--- src/rtl/pool1_maxpool_write.sv ---
// 2x2 signed max-pool with optional ReLU, writing pooled values sequentially
// into the pool1 memory behind a conv1 read addresser.
module pool1_maxpool_write #(
  parameter int DATA_W  = 16,
  parameter int NUM_OUT = 144,
  parameter int ADDR_W  = 8,
  parameter int RD_LAT  = 1,
  parameter int RELU_EN = 1
) (
  input  logic              clk,
  input  logic              reset,
  input  logic              enable,
  input  logic              rd_done,
  input  logic [DATA_W-1:0] rd_data0,
  input  logic [DATA_W-1:0] rd_data1,
  input  logic [DATA_W-1:0] rd_data2,
  input  logic [DATA_W-1:0] rd_data3,
  output logic              wr_en,
  output logic [ADDR_W-1:0] wr_addr,
  output logic [DATA_W-1:0] wr_data,
  output logic              done,
  output logic [1:0]        state_dbg
);

  // Counter must reach NUM_OUT itself, which may not fit in ADDR_W bits.
  localparam int CW0   = $clog2(NUM_OUT + 1);
  localparam int CNT_W = (CW0 > ADDR_W) ? CW0 : ADDR_W;

  typedef enum logic [1:0] {IDLE, RUN, DRAIN, FIN} state_t;

  state_t                   state;
  logic [RD_LAT-1:0]        vld;
  logic                     s1_v;
  logic                     s2_v;
  logic signed [DATA_W-1:0] m01;
  logic signed [DATA_W-1:0] m23;
  logic [CNT_W-1:0]         wcnt;

  logic                     issue;
  logic                     dv;
  logic                     full;
  logic                     pipe_empty;
  logic signed [DATA_W-1:0] d0, d1, d2, d3;
  logic signed [DATA_W-1:0] m;
  logic signed [DATA_W-1:0] mo;

  assign d0 = rd_data0;
  assign d1 = rd_data1;
  assign d2 = rd_data2;
  assign d3 = rd_data3;

  assign issue      = enable & ~rd_done & (state != FIN);
  assign dv         = vld[RD_LAT-1];
  assign full       = (wcnt == CNT_W'(NUM_OUT));
  assign pipe_empty = ~(|vld) & ~s1_v & ~s2_v;
  assign state_dbg  = state;

  always_comb begin
    m  = (m01 >= m23) ? m01 : m23;
    mo = m;
    if (RELU_EN != 0 && m[DATA_W-1]) mo = '0;
  end

  // wr_en is a one-cycle strobe per pooled value; there is no backpressure,
  // so wr_addr/wr_data are valid exactly in cycles where wr_en is high.
  always_ff @(posedge clk or posedge reset) begin
    if (reset) begin
      state   <= IDLE;
      vld     <= '0;
      s1_v    <= 1'b0;
      s2_v    <= 1'b0;
      m01     <= '0;
      m23     <= '0;
      wcnt    <= '0;
      wr_en   <= 1'b0;
      wr_addr <= '0;
      wr_data <= '0;
      done    <= 1'b0;
    end else begin
      if (state == FIN) begin
        vld   <= '0;
        s1_v  <= 1'b0;
        s2_v  <= 1'b0;
        wr_en <= 1'b0;
      end else begin
        vld  <= (vld << 1) | RD_LAT'(issue);
        s1_v <= dv;
        if (dv) begin
          m01 <= (d0 >= d1) ? d0 : d1;
          m23 <= (d2 >= d3) ? d2 : d3;
        end
        s2_v  <= s1_v;
        wr_en <= s1_v & ~full;
        if (s1_v) wr_data <= mo;
        // Results arriving after the map is complete are dropped silently.
        if (s1_v && !full) begin
          wr_addr <= wcnt[ADDR_W-1:0];
          wcnt    <= wcnt + CNT_W'(1);
        end
      end

      case (state)
        IDLE: if (issue) state <= RUN;
        RUN: begin
          if (full) begin
            state <= FIN;
            done  <= 1'b1;
          end else if (rd_done) begin
            state <= DRAIN;
          end
        end
        DRAIN: begin
          if (full || pipe_empty) begin
            state <= FIN;
            done  <= 1'b1;
          end
        end
        default: state <= FIN;
      endcase
    end
  end

endmodule

--- config.mk ---
export PLATFORM = sky130hd
export DESIGN_NAME = pool1_maxpool_write
export DESIGN_NICKNAME = d
export VERILOG_FILES = /design/src/rtl/pool1_maxpool_write.sv
export SDC_FILE = /design/constraint.sdc
export NUM_CORES = 1
export LEC_CHECK = 0
export ABC_AREA = 1
export BUFFER_PORTS_ARGS = -buffer_cell sky130_fd_sc_hd__buf_2
export CAP_MARGIN = 20
export CORE_MARGIN = 3
export CORE_UTILIZATION = 45
export DETAILED_ROUTE_END_ITERATION = 6
export HOLD_SLACK_MARGIN = 0.12
export PLACE_DENSITY = 0.71
export SLEW_MARGIN = 20
export SYNTH_ARGS = -nofsm -noshare
export SYNTH_HDL_FRONTEND = slang
export SYNTH_SLANG_ARGS = --single-unit
--- constraint.sdc ---
create_clock -name clk -period 2.2 [get_ports clk]
set_clock_uncertainty 0.1 [all_clocks]
set_input_delay 0.11 -clock clk [delete_from_list [all_inputs] [get_ports clk]]
set_output_delay 0.11 -clock clk [all_outputs]
set_load 0.005 [all_outputs]
**Yosys cells after proc, flatten, opt, wreduce, memory -nomap -nowiden**

Cells that the tools add are included.

- Equal/unequal tests: 9
- $add $sub $neg: 1
- Multiply operators: 0
- Magnitude comparators: 3
- Bitwise gates (word level): 11
- Shifts and indexed selects: 0
- Muxes and demuxes: 16
- Div/mod/pow operators: 0
- Reductions and logical operators: 10

Operator list:

| cell | count |
|---|---|
| $ge A16 B16 Y1 | 3 |
| $mux W16 | 3 |
| $mux W15 | 1 |
| $add A8 B1 Y8 const B | 1 |
| $eq A8 B8 Y1 const B | 1 |
| $mux W2 | 4 |
| $ne A2 B2 Y1 const B | 4 |
| $mux W1 | 6 |
| $not A1 Y1 | 6 |
| $pmux W2 S3 | 1 |
| $reduce_and A2 Y1 | 3 |
| $reduce_and A3 Y1 | 2 |
| $and A1 B1 Y1 | 5 |
| $eq A2 B2 Y1 const B | 2 |
| $ne A3 B3 Y1 const B | 1 |
| $eq A2 B1 Y1 const B | 1 |
| $logic_not A2 Y1 | 1 |
| $pmux W1 S2 | 1 |
| $reduce_bool A2 Y1 | 1 |
| $logic_and A1 B1 Y1 | 1 |
| $logic_not A1 Y1 | 1 |
| $logic_or A1 B1 Y1 | 1 |

- Memories kept: 0
- Bits in registers: 71
- RAM bits: 0
- Logic and storage cells: 61
- Memory bits (read-only): 0
- Latch bits: 0

**Depth between registers and ports, before layout**

Gate-level depths: netlist (run 1).

- Depth after elaboration: 6
- Mapped depth: 18

**Worst setup path before layout (run 1)**

OpenSTA, ideal clock, no wires.

- Path type: register to register
- Start: reg m01[15]
- End: reg wr_data[10]
- Buffers on the path: 1
- Required time: 1.982 ns
- Cell stages (with the launch flop): 13
- Slack: 0.192 ns
- Setup time: 0.118 ns
- Arrival: 1.790 ns
- Cells stage by stage: dfrtp_1 > ha_1 > a21oi_1 > o21ai_1 > a21oi_2 > nand2_1 > nand2_2 > nand3_2 > nand2_2 > nand2_4 > buf_6 > nand3_1 > nand2_1

- Word-level cells in the longest chain between the ends: 3

RTL lines:

| what | RTL line | text |
|---|---|---|
| from (decl) | 35 | `logic signed [DATA_W-1:0] m01;` |
| from (signal assigned) | 89 | `m01 <= (d0 >= d1) ? d0 : d1;` |
| $ge A16 B16 Y1 | 59 | `m = (m01 >= m23) ? m01 : m23;` |
| $mux W16 * | 59 |  |
| $mux W15 * | 61 | `if (RELU_EN != 0 && m[DATA_W-1]) mo = '0;` |
| to (signal assigned) | 94 | `if (s1_v) wr_data <= mo;` |
| to (decl) | 20 | `output logic [DATA_W-1:0] wr_data,` |

Every way passes the cells marked *; elsewhere a longest branch is shown, timed or not.
A chain may end at the register's enable or synchronous reset.

**Worst setup path in the final report (run 1)**

- Start: in rd_data2[7]
- End: reg m23[9]

- Word-level cells in the longest chain between the ends: 2

RTL lines:

| what | RTL line | text |
|---|---|---|
| from (decl) | 16 | `input logic [DATA_W-1:0] rd_data2,` |
| $ge A16 B16 Y1 | 90 | `m23 <= (d2 >= d3) ? d2 : d3;` |
| $mux W16 | 90 |  |
| to (signal assigned) | 90 |  |
| to (decl) | 36 | `logic signed [DATA_W-1:0] m23;` |

Every way passes these cells.

==> flow_summary_export.csv, run 1 <==
group,metric,value,unit
setup_path,r2r_cells,13,
outcome,outcome,"complete, but fails checks",
synth,synth_area_leaders,"dfrtp_1, nand2_1, ha_1, inv_1, nand4_1",
floorplanning,die_h,113,um
floorplanning,floorplan.initialDensity,0.467,
synth,syn_inst,658,
floorplanning,die_width,113,um
synth,synth.avg_cell_area,7.79,um^2
sta,max_freq,454,MHz
sta,setup_ws,-1.58,ps
synth,yosysMostFrequentCell,"nand2_1",
synth,ys_seq_area_frac,0.342,
setup_path,reg2reg_from,"m01[7]$_DFFE_PP0P_",
setup_path,crit_arrival,2310,ps
layout,diodes,0,
grt,grt.overflow.total,0,
clock_network,cts_buffers,9,
sta,finalHoldViolCount,0,
drt,drc,0,
grt,track_usage,0.209,
outcome,violations,"setup timing",
drt,ant_nets,0,
clock_network,htreeDepth,3,
power,p_per_area,473,nW/um^2
synth,yosys.area.top_type,"dfrtp_1",
grt,antenna_found_initial,0,
power,p_int,2510,uW
grt,grt_max_degree,71,
synth,yosys_register_bits,70,
clock_network,cts_tree,"yes",
floorplanning,io-pin-count,96,
grt,grt_pass1_vias,5034,
synth,synth_top_flop_cell,"dfrtp_1",
power,peakVddDrop,0.000471,V
setup_path,rrSetupSlack,20,ps
power,p_leak,0.00405,uW
setup_path,cp-start-kind,"input port",
power,totalPowerFinal,3430,uW
layout,nets,973,
sta,finalMaxSlewViolations,0,
layout,area_growth,41.4,%
power,pwr-share-clk,0.421,
layout,register_area,1750,um^2
layout,fin_area,7250,um^2
power,combinationalPowerShare,0.203,
layout,multi_input_area,3050,um^2
floorplanning,die-area,12700,um^2
layout,post_route_cells_drive_above_1_share,0.285,
grt,grt_pass1_wl,22100,um
drt,wl,14600,um
setup_path,cp.required,2310,ps
clock_network,root_buffer,"clkbuf_16",
placement,portBuffers,94,
sta,holdWs,310,ps
sta,fin_crit,2200,ps
setup_path,critical_path_class,"input port to flip-flop",
synth,synth_common_cells,"nand2_1, inv_1, dfrtp_1",
drt,drt_iter0_markers,289,
synth,synth_edf_count,0,
setup_path,rr_endpoint,"wr_data[14]$_DFFE_PP0P_",
synth,async_flop_share,1.00,
synth,syn_nets,776,
power,sw_frac_of_total,0.267,
clock_network,cts.sink_count,70,
placement,dp_hpwl,9350,um
placement,detailed_place.area,5790,um^2
power,netSwitchingPower,916,uW
synth,yosysTopAreaCellShare,0.342,
placement,gp_congestion,0.888,
power,pwr-share-seq,0.376,
drt,via_per_inst,5.24,
layout,fillers,870,
floorplanning,core,11000,um^2
setup_path,end_kind,"flip-flop",
clock_network,clkLatencyLatePin,330,ps
floorplanning,rows,38,
synth,yosys_warnings,0,
setup_path,path_max_fanout,8,
drt,via_count,5244,
sta,rsz0062_at_grt,"yes",
layout,utilization,0.660,
drt,post_drt_wl_per_cell,14.6,um
synth,netlist_area,5120,um^2
sta,fin_crit_sh,1.00,
sta,setup_viol,1,
drt,drt_pass1_iterations,5,
flow_run,drv_cap,0,
setup_path,startpoint,"rd_data2[7]",
synth,synth_cell_types,38,
min_path,hp-class,"input port to asynchronous set/reset pin",
clock_network,path_clk_slew,60,ps
clock_network,cts_buffer_depth,2,
[area by class of cell]
type,instances,share of cell area
sequential,70,0.242
multi-input combinational,461,0.421
clock buffer,10,0.0330
inverter,107,0.0554
tap,140,0.0242
clock inverter,6,0.00846
timing repair buffer,206,0.216
[cells by family after synthesis]
| family | share of synthesized area |
|---|---|
| xor+xnor | 0.0120 |
| buf+inv | 0.110 |
| flops | 0.342 |
| other cells | 0.000732 |
| fa+ha+maj | 0.122 |
| simple gates | 0.368 |
| compound gates | 0.0449 |
[flip-flops by register name, summed over array words and instances, names as in the netlist]
register and count:
m01 16, wr_addr 8, wcnt 8, wr_data 15
s1_v 1, state_dbg 2, s2_v 1, m23 16
done 1, wr_en 1, dv 1
[power groups by stage]
stage,logic (uW),clock network [uW],registers [uW]
finish,698,1440,1290
detailed placement,488,0,1310
global route,759,1520,1290
floorplan,354,0,1310
global placement,467,0,1310
CTS,580,1460,1290
[how the worst max path moves through the flow]
| stage | to | slack [ps] | cells after the start |
|---|---|---|---|
| finish | m23[9]$_DFFE_PP0P_ | -2 | 14 |
| global route | m23[13]$_DFFE_PP0P_ | -100 | 14 |
| CTS | m01[2]$_DFFE_PP0P_ | 10 | 12 |
| detailed placement | m01[2]$_DFFE_PP0P_ | 70 | 11 |
| global placement | m01[1]$_DFFE_PP0P_ | 120 | 11 |
| floorplan | wr_data[10]$_DFFE_PP0P_ | 190 | 12 |
[cell usage in the layout, fill, tap and decap left out, types with 5 or more instances in the layout]
cell type and count:
a21oi_1 14, a21oi_2 8, buf_2 94, buf_4 34, buf_6 5, clkbuf_16 10
dfrtp_1 69, dlygate4sd3_1 68, ha_1 42, ha_4 8, inv_1 99, inv_2 8
nand2_1 188, nand2_2 19, nand2_4 14, nand3_1 37, nand3_2 16, nand3_4 6
nand4_1 52, nor2_1 14, o21ai_0 10, xor2_1 7
[worst max-delay path, cell delays in order]
cell           delay, ps
dlygate4sd3_1        560
buf_2                140
ha_1                 290
nand2_1               70
nor2_1               240
nand2_1              120
nand2_1              100
nand2_2              110
nand2_4              130
nand2_8               80
nand3_4              160
nand2_1               70
nand3_1               80
nand2_1               60
[stage by stage]
| stage | cells | worst slack [ps] | setup TNS, ps |
|---|---|---|---|
| 5_1_grt | 1000 | -102 | -2450 |
| 3_5_place_dp | 891 | 72.7 | 0 |
| 3_3_place_gp | 891 | 118 | 0 |
| 6_report | 1000 | -1.58 | -1.58 |
| 4_1_cts | 975 | 14.3 | 0 |
| 2_1_floorplan | 658 | 192 | 0 |
[metal layers]
layer,vias up,track usage,share of wire
li1,2535,-,-
met1,2461,0.247,0.40
met2,212,0.378,0.53
met3,36,0.0374,0.051
met4,0,0.0761,0.022
met5,-,0,0
[what timing repair did]
item,CTS,global route
setup endpoints to repair,0,48
buffers inserted,0,21
hold buffers,68,0
hold endpoints to repair,105,0
gates resized for setup,0,47
Power figures use the tool's default switching activity.
==> run 2: changes to the inputs <==
--- a/config.mk
+++ b/config.mk
@@ -11,8 +11,9 @@
 export CORE_MARGIN = 3
 export CORE_UTILIZATION = 45
 export DETAILED_ROUTE_END_ITERATION = 6
+export GPL_TIMING_DRIVEN = 0
 export HOLD_SLACK_MARGIN = 0.12
-export PLACE_DENSITY = 0.71
+export PLACE_DENSITY = 0.67
 export SLEW_MARGIN = 20
 export SYNTH_ARGS = -nofsm -noshare
 export SYNTH_HDL_FRONTEND = slang
==> flow_summary_export.csv, run 2 (synthesis gave the netlist of run 1 again) <==
group,metric,value,unit
outcome,outcome,"finished, final reports clean",
layout,nets,978,
drt,drc,0,
placement,gp_congestion,0.909,
setup_path,rrSetupSlack,20,ps
layout,area_growth,46.5,%
setup_path,r2r_cells,12,
grt,grtUsageMet3,0.0283,
clock_network,htreeDepth,3,
power,p_per_area,483,nW/um^2
layout,layout_commonest_cell,"nand2_1",
layout,stdcell_count,1005,
grt,use_met2,0.371,
floorplanning,die_h,113,um
placement,dp_hpwl,9510,um
layout,post_route_cells_drive_above_1_share,0.318,
min_path,hp-start,"rd_data3[9]",
layout,layout_common_cells,"nand2_1, inv_1, buf_2",
sta,fin_crit,2180,ps
grt,grt_pass1_wl,22200,um
floorplanning,die_width,113,um
min_path,holdPathStages,5,
drt,drt_pass1_iterations,5,
drt,via_count,5209,
setup_path,cp_slowest_cell,"dfrtp_1",
sta,finalHoldViolCount,0,
power,p_leak,0.00410,uW
clock_network,cts_buffers,9,
drt,drt_iter0_markers,374,
placement,place_inst,893,
drt,ant_nets,0,
grt,grt.overflow.total,0,
placement,portBuffers,94,
clock_network,path_clk_slew,50,ps
power,peakVddDrop,0.000451,V
clock_network,cts_tree,"yes",
min_path,hp-class,"input port to flip-flop",
floorplanning,core,11000,um^2
setup_path,cp.required,2370,ps
drt,wl,14600,um
grt,busiest_layer,"met2",
layout,reg_top3,"m01 (16), m23 (16), wr_data (15)",
layout,utilization,0.684,
sta,holdWs,150,ps
drt,via_per_inst,5.18,
setup_path,max_stage_delay,440,ps
flow_run,drv_cap,0,
clock_network,clkLatencyLatePin,340,ps
clock_network,root_buffer,"clkbuf_16",
grt,grt_max_degree,39,
setup_path,path_delay_family,"simple AND/OR/NAND/NOR gates",
setup_path,crit_arrival,2350,ps
setup_path,reg2reg_from,"m01[15]$_DFFE_PP0P_",
min_path,whs_endpoint,"m23[9]$_DFFE_PP0P_",
sta,finalMaxSlewViolations,0,
setup_path,critical_path.cell_chain,"ha_4 > a21oi_1 > o21ai_1 > a21oi_2 > buf_4 > nand3_4 > nand3_4 > nand2_4 > nand2_4 > buf_6 > nand3_2 > nand2_1",
sta,rsz0062_at_grt,"yes",
floorplanning,die-area,12700,um^2
layout,diodes,0,
grt,grt_pass1_vias,4945,
grt,track_usage,0.212,
setup_path,end_kind,"flip-flop",
setup_path,critPathBufInv,2,
sta,fin_crit_sh,0.992,
setup_path,path_max_fanout,7,
setup_path,rr_endpoint,"wr_data[4]$_DFFE_PP0P_",
grt,met1_usage,0.265,
grt,antenna_found_initial,0,
floorplanning,floorplan.initialDensity,0.467,
clock_network,cts.sink_count,70,
sta,max_freq,458,MHz
floorplanning,rows,38,
drt,post_drt_wl_per_cell,14.6,um
setup_path,critical_path_class,"flip-flop to flip-flop",
floorplanning,io-pin-count,96,
clock_network,cts_buffer_depth,2,
setup_path,cp-start-kind,"flip-flop",
sta,setup_viol,0,
## run 2: changes by cell type in the layout (fill, tap and decap cells not counted), sizes merged, moves of 2 or more
cell         change
dlygate4sd1      +3
clkinv           -3
nand2            -2
clkbuf           +7
## run 2: what timing repair did
item,CTS,global route
hold buffers,68,0
hold endpoints to repair,105,0
pin swaps,2,38
gates cloned,0,4
endpoints found under the setup margin,11,52
buffers inserted,6,24
resized for setup,7,100
## run 2: worst max-delay path by stage
stage	startpoint	end	slack (ps)	cells past startpoint
after floorplan	m01[15]$_DFFE_PP0P_	wr_data[10]$_DFFE_PP0P_	190	12
after global placement	reset	m23[3]$_DFFE_PP0P_	-500	2
after detailed placement	m01[3]$_DFFE_PP0P_	wr_data[6]$_DFFE_PP0P_	-80	16
after CTS	m01[3]$_DFFE_PP0P_	wr_data[4]$_DFFE_PP0P_	0.8	16
after global routing	m23[9]$_DFFE_PP0P_	wr_data[13]$_DFFE_PP0P_	-90	12
final	m01[15]$_DFFE_PP0P_	wr_data[4]$_DFFE_PP0P_	20	12
## run 2: final cells by class
| type | count | area (um^2) |
|---|---|---|
| plain buffers | 23 | 196 |
| clock buffers | 13 | 270 |
| clock inverters | 3 | 65.1 |
| fillers | 811 | 3480 |
| inverters | 107 | 404 |
| multi-input cells | 458 | 3220 |
| flip-flops and latches | 70 | 1750 |
| well taps | 140 | 175 |
| repair buffers | 191 | 1420 |
## run 2: metrics by stage
stage               setup TNS, ps  area, um^2  total power, uW  setup WS (ps)
global route                -1090        7510             3750          -85.5
floorplan                       0        5120             1670            192
finish                          0        7510             3620           17.4
CTS                             0        6890             3500          0.758
global placement           -35240        5770             1780           -504
detailed placement           -791        5790             1810          -83.5
## run 2: tightest hold or removal path: stages
cell and delay [ps]:
dlymetal6s4s_1 180, inv_2 60, nand4_1 90, nand3_1 70, nand2_1 50
## run 2: power breakdown
| group | total [uW] | internal (uW) | switching, uW |
|---|---|---|---|
| Clock | 1600 | 1080 | 522 |
| Sequential | 1290 | 1290 | 0.474 |
| Combinational | 729 | 352 | 377 |
## run 2: metal layers
metal | wire length (um) | share of wire | vias to the layer above
met5 | 0 | 0 | -
met4 | 384 | 0.026 | 0
met3 | 564 | 0.039 | 35
li1 | - | - | 2551
met2 | 7480 | 0.51 | 179
met1 | 6200 | 0.42 | 2444
==> run 3: changes to the inputs <==
--- a/config.mk
+++ b/config.mk
@@ -13,7 +13,8 @@
 export DETAILED_ROUTE_END_ITERATION = 6
 export GPL_TIMING_DRIVEN = 0
 export HOLD_SLACK_MARGIN = 0.12
-export PLACE_DENSITY = 0.67
+export PLACE_DENSITY = 0.69
+export REMOVE_ABC_BUFFERS = 1
 export SLEW_MARGIN = 20
 export SYNTH_ARGS = -nofsm -noshare
 export SYNTH_HDL_FRONTEND = slang
==> flow_summary_export.csv, run 3 (synthesis gave the netlist of run 1 again) <==
group,metric,value,unit
outcome,outcome,"complete, but fails checks",
outcome,violations,"setup timing",
grt,grt_pass1_vias,5237,
setup_path,r2r_cells,12,
setup_path,rr_endpoint,"wr_data[4]$_DFFE_PP0P_",
sta,rsz0062_at_grt,"yes",
clock_network,htreeDepth,3,
power,netSwitchingPower,952,uW
clock_network,clkLatencyLatePin,330,ps
setup_path,end_kind,"flip-flop",
floorplanning,die_width,113,um
drt,via_per_inst,5.55,
setup_path,critical_path_class,"flip-flop to flip-flop",
sta,max_freq,428,MHz
clock_network,cts_buffers,9,
layout,area_growth,43.4,%
sta,holdWs,244,ps
drt,ant_nets,0,
sta,max_slew_margin,0.506,
sta,setup_ws,-134,ps
power,pwr-share-seq,0.363,
sta,fin_crit,2330,ps
floorplanning,core,11000,um^2
drt,drt_pass1_iterations,7,
setup_path,startpoint,"m01[15]$_DFFE_PP0P_",
sta,finalMaxSlewViolations,0,
min_path,hp-class,"input port to asynchronous set/reset pin",
power,totalPowerFinal,3550,uW
layout,layout_commonest_cell,"nand2_1",
setup_path,crit_arrival,2450,ps
grt,track_usage,0.218,
sta,setup_viol,15,
drt,via_count,5555,
setup_path,path_max_fanout,5,
floorplanning,floorplan.initialDensity,0.467,
layout,post_route_cells_drive_above_1_share,0.309,
clock_network,cts_tree,"yes",
power,peakVddDrop,0.000406,V
power,p_leak,0.00407,uW
placement,gp_congestion,0.846,
grt,grt_pass1_wl,23100,um
drt,post_drt_wl_per_cell,15.9,um
clock_network,cts.sink_count,70,
power,combinationalPowerShare,0.186,
power,sw_frac_of_total,0.268,
sta,tightest_slew,739,ps
layout,nets,974,
floorplanning,die_h,113,um
layout,layout_common_cells,"nand2_1, inv_1, buf_2",
floorplanning,rows,38,
setup_path,cp.required,2320,ps
grt,antenna_found_initial,0,
drt,drc,0,
placement,dp_hpwl,8910,um
power,p_per_area,483,nW/um^2
placement,detailed_place.area,5630,um^2
drt,wl,15900,um
setup_path,reg2reg_from,"m01[15]$_DFFE_PP0P_",
grt,grt_max_degree,37,
power,pwr-share-clk,0.452,
setup_path,rrSetupSlack,-130,ps
clock_network,cts_buffer_depth,2,
sta,finalHoldViolCount,0,
power,p_int,2600,uW
floorplanning,io-pin-count,96,
layout,reg_top3,"m01 (16), m23 (16), wr_data (15)",
floorplanning,die-area,12700,um^2
drt,drt_iter0_markers,565,
clock_network,root_buffer,"clkbuf_16",
setup_path,crit_path_end,"wr_data[4]$_DFFE_PP0P_",
setup_path,cp-start-kind,"flip-flop",
placement,portBuffers,94,
flow_run,drv_cap,0,
sta,fin_crit_sh,1.06,
grt,grt.overflow.total,0,
layout,fin_area,7350,um^2
clock_network,path_clk_slew,60,ps
layout,diodes,0,
layout,fillers,814,
run 3: cell types whose count changed in the layout (fill, tap and decap cells not counted), sizes merged:
cell	delta
buf	+1
clkbuf	-9
clkinv	+2
clkinvlp	+2
dlygate4sd1	-3
dlygate4sd3	+1
dlymetal6s4s	-1
inv	+1
nand2	+1
nand3	+1
run 3: worst max-delay path, cell delays in order, from the launching register on:
cell and delay (ps):
dfrtp_1 420, ha_4 330, nand2_2 110, o21ai_1 310
a21oi_2 80, buf_4 160, nand3_4 110, nand3_4 150
buf_6 160, nand2_1 60, nand2_1 80, nand3_1 80
nand2_1 70
run 3: how the worst min path moves through the flow:
stage,to,slack (ps),depth (start not counted)
global route,wr_addr[2]$_DFFE_PP0P_,270,3
detailed placement,wr_addr[2]$_DFFE_PP0P_,60,2
finish,wr_addr[2]$_DFFE_PP0P_,240,3
CTS,wr_addr[2]$_DFFE_PP0P_,260,3
floorplan,dv$_DFF_PP0_,80,1
global placement,dv$_DFF_PP0_,200,2
run 3: per-stage QoR:
step	setup slack, ps	utilization	TNS (ps)	instances
global route	-192	0.669	-2420	1001
global placement	-709	0.511	-61830	869
finish	-134	0.669	-1490	1001
detailed placement	-801	0.513	-29850	870
CTS	9.35	0.623	0	971
floorplan	-1.67	-	-1.67	635
run 3: power by group through the flow:
stage               sequential [uW]  clock (uW)  combinational (uW)
floorplan                      1310           0                 325
global placement               1310           0                 438
detailed placement             1310           0                 466
CTS                            1290        1600                 557
global route                   1290        1670                 721
finish                         1290        1600                 659
run 3: layer usage:
| metal | global-route usage | routed length (um) |
|---|---|---|
| met1 | 0.259 | 5850 |
| met2 | 0.389 | 8070 |
| met3 | 0.0465 | 1230 |
| met4 | 0.0761 | 721 |
| met5 | 0 | 0 |
run 3: layout make-up:
cell class / count / area (um^2) / share of cell area
tap: 140 / 175 / 0.0238
clock buffer: 9 / 225 / 0.0306
clock inverter: 7 / 106 / 0.0145
timing repair buffer: 207 / 1550 / 0.210
sequential: 70 / 1750 / 0.239
timing repair inverter: 1 / 7.51 / 0.00102
multi-input combinational: 460 / 3130 / 0.426
inverter: 107 / 408 / 0.0555
run 3: repair_timing:
action,CTS,global route
buffers inserted,15,29
endpoints found under the setup margin,50,37
pin swaps,5,40
endpoints found under the hold margin,105,0
resized for setup,14,55
cloned,2,1
hold buffers,68,0
